==> src/rtl/alu_byte_host.sv <==
// Host-side master for a byte-serial FP32 add/sub ALU.
// Takes a 32-bit A/B/op request, pulses start, streams A then B LSB-first,
// collects four result bytes framed by the ALU's done, and returns the
// assembled word (or a watchdog error) over a valid/ready response.
module alu_byte_host #(
    parameter int TIMEOUT = 16
) (
    input  logic        clk,
    input  logic        rst,
    input  logic        req_valid,
    output logic        req_ready,
    input  logic [31:0] req_a,
    input  logic [31:0] req_b,
    input  logic        req_sub,
    output logic        resp_valid,
    input  logic        resp_ready,
    output logic [31:0] resp_result,
    output logic        resp_err,
    output logic        alu_start,
    output logic        alu_opcode,
    output logic [7:0]  alu_in,
    input  logic        alu_done,
    input  logic [7:0]  alu_out
);

    typedef enum logic [2:0] {
        S_IDLE,
        S_START,
        S_SEND,
        S_WAIT,
        S_RECV,
        S_RESP
    } state_e;

    localparam int              WD_W    = (TIMEOUT > 2) ? $clog2(TIMEOUT) : 2;
    localparam logic [WD_W-1:0] WD_LAST = WD_W'(TIMEOUT - 1);

    state_e          state_q, state_d;
    logic [31:0]     a_q, a_d;
    logic [31:0]     b_q, b_d;
    logic            sub_q, sub_d;
    logic [2:0]      cnt_q, cnt_d;
    logic [WD_W-1:0] wd_q, wd_d;
    logic [31:0]     result_q, result_d;
    logic            err_q, err_d;
    logic            req_ready_q, req_ready_d;
    logic            resp_valid_q, resp_valid_d;
    logic            alu_start_q, alu_start_d;
    logic            alu_opcode_q, alu_opcode_d;
    logic [7:0]      alu_in_q, alu_in_d;

    // Byte k of the 64-bit {B, A} stream: k=0..3 walks A, k=4..7 walks B.
    function automatic logic [7:0] stream_byte(input logic [31:0] a,
                                               input logic [31:0] b,
                                               input logic [2:0]  k);
        logic [63:0] ab;
        ab = {b, a};
        return ab[{k, 3'b000} +: 8];
    endfunction

    // Next-state, datapath and next-output logic; outputs are registered
    // from the *next* state so they line up with the state they describe.
    always_comb begin
        // NOTE: every signal gets a default first so no path through the
        // case leaves it unassigned, which would otherwise infer a latch.
        state_d  = state_q;
        a_d      = a_q;
        b_d      = b_q;
        sub_d    = sub_q;
        cnt_d    = cnt_q;
        wd_d     = wd_q;
        result_d = result_q;
        err_d    = err_q;

        case (state_q)
            S_IDLE: begin
                if (req_valid) begin
                    a_d     = req_a;
                    b_d     = req_b;
                    sub_d   = req_sub;
                    err_d   = 1'b0;
                    state_d = S_START;
                end
            end
            S_START: begin
                cnt_d   = 3'd0;
                state_d = S_SEND;
            end
            S_SEND: begin
                if (cnt_q == 3'd7) begin
                    wd_d    = '0;
                    state_d = S_WAIT;
                end else begin
                    cnt_d = cnt_q + 3'd1;
                end
            end
            S_WAIT: begin
                if (alu_done) begin
                    result_d[7:0] = alu_out;
                    cnt_d         = 3'd1;
                    state_d       = S_RECV;
                end else if (wd_q == WD_LAST) begin
                    result_d = '0;
                    err_d    = 1'b1;
                    state_d  = S_RESP;
                end else begin
                    wd_d = wd_q + 1'b1;
                end
            end
            S_RECV: begin
                // The ALU holds done for exactly four cycles, so bytes 1..3
                // are taken on consecutive edges without re-checking done.
                result_d[{cnt_q[1:0], 3'b000} +: 8] = alu_out;
                if (cnt_q == 3'd3) begin
                    err_d   = 1'b0;
                    state_d = S_RESP;
                end else begin
                    cnt_d = cnt_q + 3'd1;
                end
            end
            S_RESP: begin
                if (resp_ready) begin
                    state_d = S_IDLE;
                end
            end
            default: state_d = S_IDLE;
        endcase

        req_ready_d  = (state_d == S_IDLE);
        resp_valid_d = (state_d == S_RESP);
        alu_start_d  = (state_d == S_START);
        // Opcode is held from START until the response is taken, so it can
        // never move while the ALU is executing.
        alu_opcode_d = (state_d != S_IDLE) ? sub_d : 1'b0;
        alu_in_d     = (state_d == S_SEND) ? stream_byte(a_d, b_d, cnt_d) : 8'h00;
    end

    // State and output registers with synchronous reset.
    always_ff @(posedge clk) begin
        // NOTE: sequential state uses non-blocking assignments so every flop
        // samples its pre-edge inputs regardless of statement order.
        if (rst) begin
            state_q      <= S_IDLE;
            a_q          <= '0;
            b_q          <= '0;
            sub_q        <= 1'b0;
            cnt_q        <= '0;
            wd_q         <= '0;
            result_q     <= '0;
            err_q        <= 1'b0;
            req_ready_q  <= 1'b1;
            resp_valid_q <= 1'b0;
            alu_start_q  <= 1'b0;
            alu_opcode_q <= 1'b0;
            alu_in_q     <= '0;
        end else begin
            state_q      <= state_d;
            a_q          <= a_d;
            b_q          <= b_d;
            sub_q        <= sub_d;
            cnt_q        <= cnt_d;
            wd_q         <= wd_d;
            result_q     <= result_d;
            err_q        <= err_d;
            req_ready_q  <= req_ready_d;
            resp_valid_q <= resp_valid_d;
            alu_start_q  <= alu_start_d;
            alu_opcode_q <= alu_opcode_d;
            alu_in_q     <= alu_in_d;
        end
    end

    assign req_ready   = req_ready_q;
    assign resp_valid  = resp_valid_q;
    assign resp_result = result_q;
    assign resp_err    = err_q;
    assign alu_start   = alu_start_q;
    assign alu_opcode  = alu_opcode_q;
    assign alu_in      = alu_in_q;

endmodule

==> config.mk <==
export PLATFORM = sky130hd
export DESIGN_NAME = alu_byte_host
export DESIGN_NICKNAME = d
export VERILOG_FILES = /design/src/rtl/alu_byte_host.sv
export SDC_FILE = /design/constraint.sdc
export NUM_CORES = 1
export LEC_CHECK = 0
export BUFFER_PORTS_ARGS = -buffer_cell sky130_fd_sc_hd__buf_4
export CORE_ASPECT_RATIO = 0.7
export CORE_MARGIN = 1.5
export CORE_UTILIZATION = 45
export CTS_BUF_LIST = sky130_fd_sc_hd__clkbuf_4
export DETAILED_ROUTE_END_ITERATION = 6
export PLACE_DENSITY = 0.65
export SYNTH_ARGS = -nofsm -noshare
export SYNTH_HDL_FRONTEND = slang
export SYNTH_SLANG_ARGS = --single-unit
==> constraint.sdc <==
create_clock -name clk -period 5.26 [get_ports clk]
set_clock_uncertainty 0.15 [all_clocks]
set_input_delay 0 -clock clk [delete_from_list [all_inputs] [get_ports clk]]
set_output_delay 0 -clock clk [all_outputs]
set_load 0.01 [all_outputs]
Yosys cells after proc, flatten, opt, wreduce, memory -nomap -nowiden
Cells that the tools add are included.
- $add $sub $neg: 3
- equality and inequality tests: 18
- shift operators: 3
- muxes and demuxes: 31
- bitwise logic cells: 2
- reduce and logical (&&, ||, !) cells: 12
- operators with widths (operator ; count):
    32-bit 2-to-1 mux ; 5
    32-bit one-hot mux with 2 select lines ; 1
    64-bit by 7-bit variable part select with 8-bit output ; 1
    32-bit bitwise mux ; 1
    8-bit by 7-bit variable shift with 32-bit output (first input constant) ; 1
    8-bit by 7-bit variable part select with 32-bit output ; 1
    3-bit 2-to-1 mux ; 9
    24-bit 2-to-1 mux ; 1
    3-bit one-hot mux with 6 select lines ; 1
    3-bit by 2-bit equality test with 1-bit output (second input constant) ; 4
    3-bit equality test (second input constant) ; 4
    4-bit 2-to-1 mux ; 3
    2-bit inequality test (second input constant) ; 6
    3-bit one-hot mux with 4 select lines ; 1
    8-bit 2-to-1 mux ; 1
    4-bit one-hot mux with 2 select lines ; 1
    5-bit negator with 7-bit output ; 1
    3-bit by 1-bit equality test with 1-bit output (second input constant) ; 2
    3-bit logical NOT ; 2
    1-bit 2-to-1 mux ; 6
    3-bit nonzero test ; 2
    5-bit AND reduction ; 1
    4-bit by 1-bit adder with 4-bit output (second input constant) ; 1
    4-bit equality test (second input constant) ; 1
    9 further kinds ; 12
- register bits: 120
- bits of input ports: 78
- logic and storage cells: 83

Logic depth before layout (Yosys ltp)
- depth in word-level cells: 7
- gate-level depth with buffers: 10

Least setup slack after synthesis
No wires, ideal clock.
- kind: register -> register
- start: reg cnt_q[0]
- end: reg alu_in_q[5], in the netlist alu_in[5]
- data arrival time: 2.184 ns
- required time: 5.022 ns
- setup slack: 2.838 ns
- stages on the path, launching flop included: 10
- path buffers: 1
- period minus slack after synthesis: 2.422 ns
- cell sequence: dfxtp_1 inv_1 ha_1 inv_1 o311ai_0 a31o_2 buf_6 mux2i_1 o22ai_1 a311oi_2
- cells in the longest elaborated chain, start to end: 6
- elaborated cells on any way between the ends: 14
- classes of those cells: add/sub: 1; eq/ne: 3; shift: 1; mux: 7; bitwise: 1; reduce/logical: 1
- ends and longest elaborated chain (item ; RTL line ; source):
    start, declared ; 42 ; logic [2:0] cnt_q, cnt_d;
    start signal, assigned ; 161 ; cnt_q <= cnt_d;
    branches (longest 6 deep; another with 3-bit by 1-bit adder with 3-bit output) ; -- ;
    end signal, assigned ; 169 ; alu_in_q <= alu_in_d;
    end, declared ; 50 ; logic [7:0] alu_in_q, alu_in_d;
Parallel ways; which one is timed is not known.
A chain may end at the register's enable or synchronous reset.

Worst setup path after layout
Same ends and word-level chain as after synthesis.

==> results.py <==
metrics = {
    "status": {
        "status": "finished, final reports clean",
    },
    "cells_and_area": {
        "syn2layout_area_growth_pct": 42.7,
        "num_antenna_cells": 0,
        "regArea_mm2": 0.00240,
        "finalInstanceArea_mm2": 0.00777,
        "fin_cells": 976,
        "multi_input_area_mm2": 0.00281,
        "fin_nets": 890,
        "fillers": 954,
        "drive_gt1_frac": 0.232,
    },
    "die": {
        "ios": 123,
        "die_w_um": 134,
        "core_mm2": 0.0118,
        "rows": 33,
        "start_util": 0.463,
        "die_h_um": 95.0,
        "die_area_mm2": 0.0128,
    },
    "placement": {
        "gp_congestion": 0.895,
        "io_buffers": 122,
        "dp_slack_ps": 2240,
        "postPlaceCellArea_mm2": 0.00636,
        "dpl.hpwl_mm": 10.2,
        "dp_cells": 831,
    },
    "setup_path": {
        "required_ps": 5550,
        "critPathMaxFanout": 20,
        "worstPathArrival_ps": 3360,
        "cp-end-kind": "flip-flop",
        "worstSetupPathType": "flip-flop to flip-flop",
        "start_kind": "flip-flop",
    },
    "clocking": {
        "clkSlewWorstSetupHoldPaths_ps": 110,
        "cts_hold_buffers": 113,
        "clkSinkCount": 120,
        "cts.path.max_buffers": 2,
        "numCtsBuffers": 17,
        "cts-root-buf": "clkbuf_4",
        "insertion_delay_ps": 520,
        "cts_tree": "built",
        "cts_resized": 0,
        "h-tree-depth": 4,
        "post-cts-setup-buffer-count": 0,
    },
    "synthesis": {
        "synth_fp_nets": 667,
        "netlist_top_cells_count": "dfxtp_1, nand2_1, nor2_1",
        "async_flop_share": 0,
        "synth_area_leaders": "dfxtp_1, mux2i_1, nand2_1",
        "ys.flop_type": "dfxtp_1",
        "synth_area_per_cell_um2": 9.34,
        "yosysWarnings": 0,
        "synth_cell_types": 65,
        "ys_ff_latch": 120,
        "synth_cells": 583,
        "yosysMostFrequentCell": "dfxtp_1",
        "synth_top_area_share": 0.441,
        "synth-edff-count": 0,
        "synth_area_mm2": 0.00545,
        "yosysSeqAreaShare": 0.441,
        "yosysTopAreaCell": "dfxtp_1",
    },
    "global_routing": {
        "overflow": 0,
        "busiest_layer": "met2",
        "grt_pass1_wl_mm": 24.4,
        "met1_usage": 0.333,
        "use_met3": 0.0468,
        "grt_usage": 0.246,
        "grt_start_max_net_pins": 108,
        "antenna_found_initial": 0,
        "grt_pass1_vias": 4984,
        "use_met2": 0.392,
    },
    "power": {
        "pwr_density_cell_mw_per_mm2": 266,
        "max-vdd-ir-drop_uv": 138,
        "leakage_nw": 3.24,
    },
    "timing": {
        "maxSlewViolCount": 0,
        "rsz0062_at_grt": "false",
        "holdWs_ps": 134,
        "period_needed_ps": 3070,
        "worst_slack_ps": 2190,
        "post-route-period-util": 0.583,
        "max_slew.worst_pin.slew_ps": 1120,
        "tns_ps": 0,
        "maxSlewHeadroom": 0.252,
        "max_freq_mhz": 326,
        "hold_viol_final": 0,
        "setup_viol": 0,
    },
    "routing": {
        "initialDrtViolationCount": 390,
        "drtPass1Iterations": 6,
        "vias_per_cell": 5.30,
        "ant_nets": 0,
        "wl_per_cell_um": 15.9,
        "vias": 5174,
        "drcViolationCount": 0,
        "postRouteWirelength_mm": 15.6,
    },
    "min_path": {
        "hold_class": "primary input to flip-flop",
    },
    "flow_run": {
        "cap_violations": 0,
    },
}
[final timing paths]
kind	depth (start not counted)	slack, ps	start	endpoint
hold / removal	4	130	req_b[1]	b_q[1]
setup reg to reg	8	2190	cnt_q[0]	alu_in[5]
hold reg to reg	2	320	resp_result[3]	resp_result[3]
setup / recovery	8	2190	cnt_q[0]	alu_in[5]
[sequential cells by signal, indices dropped and copies added (netlist names)]
signal       count
alu_start        1
cnt_q            3
alu_opcode       1
state_q          3
b_q             32
a_q             32
req_ready        1
resp_valid       1
sub_q            1
resp_result     32
resp_err         1
alu_in           8
wd_q             4
[metrics by stage]
| step | util | power (mW) |
|---|---|---|
| 6_report | 0.660 | 2.07 |
| 5_1_grt | 0.660 | 2.16 |
| 4_1_cts | 0.660 | 2.07 |
| 3_5_place_dp | 0.541 | 1.36 |
| 3_3_place_gp | 0.541 | 1.35 |
| 2_1_floorplan | - | 1.26 |
[metal layers]
metal  wire length, um  part of all wire  up-vias
li1                  -                 -     2508
met1              7240              0.47     2463
met2              7100              0.46      175
met3               955             0.061       28
met4               266             0.017        0
met5                 0                 0        -
[critical path, stage by stage, from the launching register on]
cell and delay (ps):
dfxtp_1 560, inv_1 200, ha_1 430, inv_1 80
o311ai_0 320, a31o_2 610, mux2i_1 300, o22ai_1 110
a311oi_2 230
[cell type report]
cell class | count | share of cell area
multi-input cells | 424 | 0.361
flip-flops and latches | 120 | 0.309
repair buffers | 238 | 0.266
well taps | 157 | 0.0253
clock inverters | 15 | 0.0193
clock buffers | 17 | 0.0164
inverters | 5 | 0.00242
[report_power, final]
| group | internal, mW | total [mW] | switching, mW |
|---|---|---|---|
| Clock | 0.282 | 0.651 | 0.369 |
| Sequential | 0.953 | 0.977 | 0.0245 |
| Combinational | 0.224 | 0.439 | 0.215 |
| Total | 1.46 | 2.07 | 0.608 |
[cell families (layout without fill, tap and decap cells)]
| logic type | Yosys count | after routing | synth area share |
|---|---|---|---|
| compound gates | 125 | 125 | 0.161 |
| xor+xnor | 4 | 4 | 0.00643 |
| fa+ha+maj | 6 | 6 | 0.0138 |
| buf+inv | 39 | 275 | 0.0443 |
| flops | 120 | 120 | 0.441 |
| mux | 68 | 68 | 0.149 |
| simple gates | 221 | 221 | 0.185 |
[layout by cell type (no fill, tap or decap), types with 6 or more instances in the layout]
cell / count
dlygate4sd3_1: 113
mux2i_1: 57
nand3_1: 14
ha_1: 6
nand2_1: 94
nor2b_1: 7
buf_4: 125
a21oi_1: 60
dfxtp_1: 120
o22ai_1: 6
nor2_1: 70
a22oi_1: 27
clkbuf_4: 17
No activity file was read; power rests on OpenSTA's default activity.
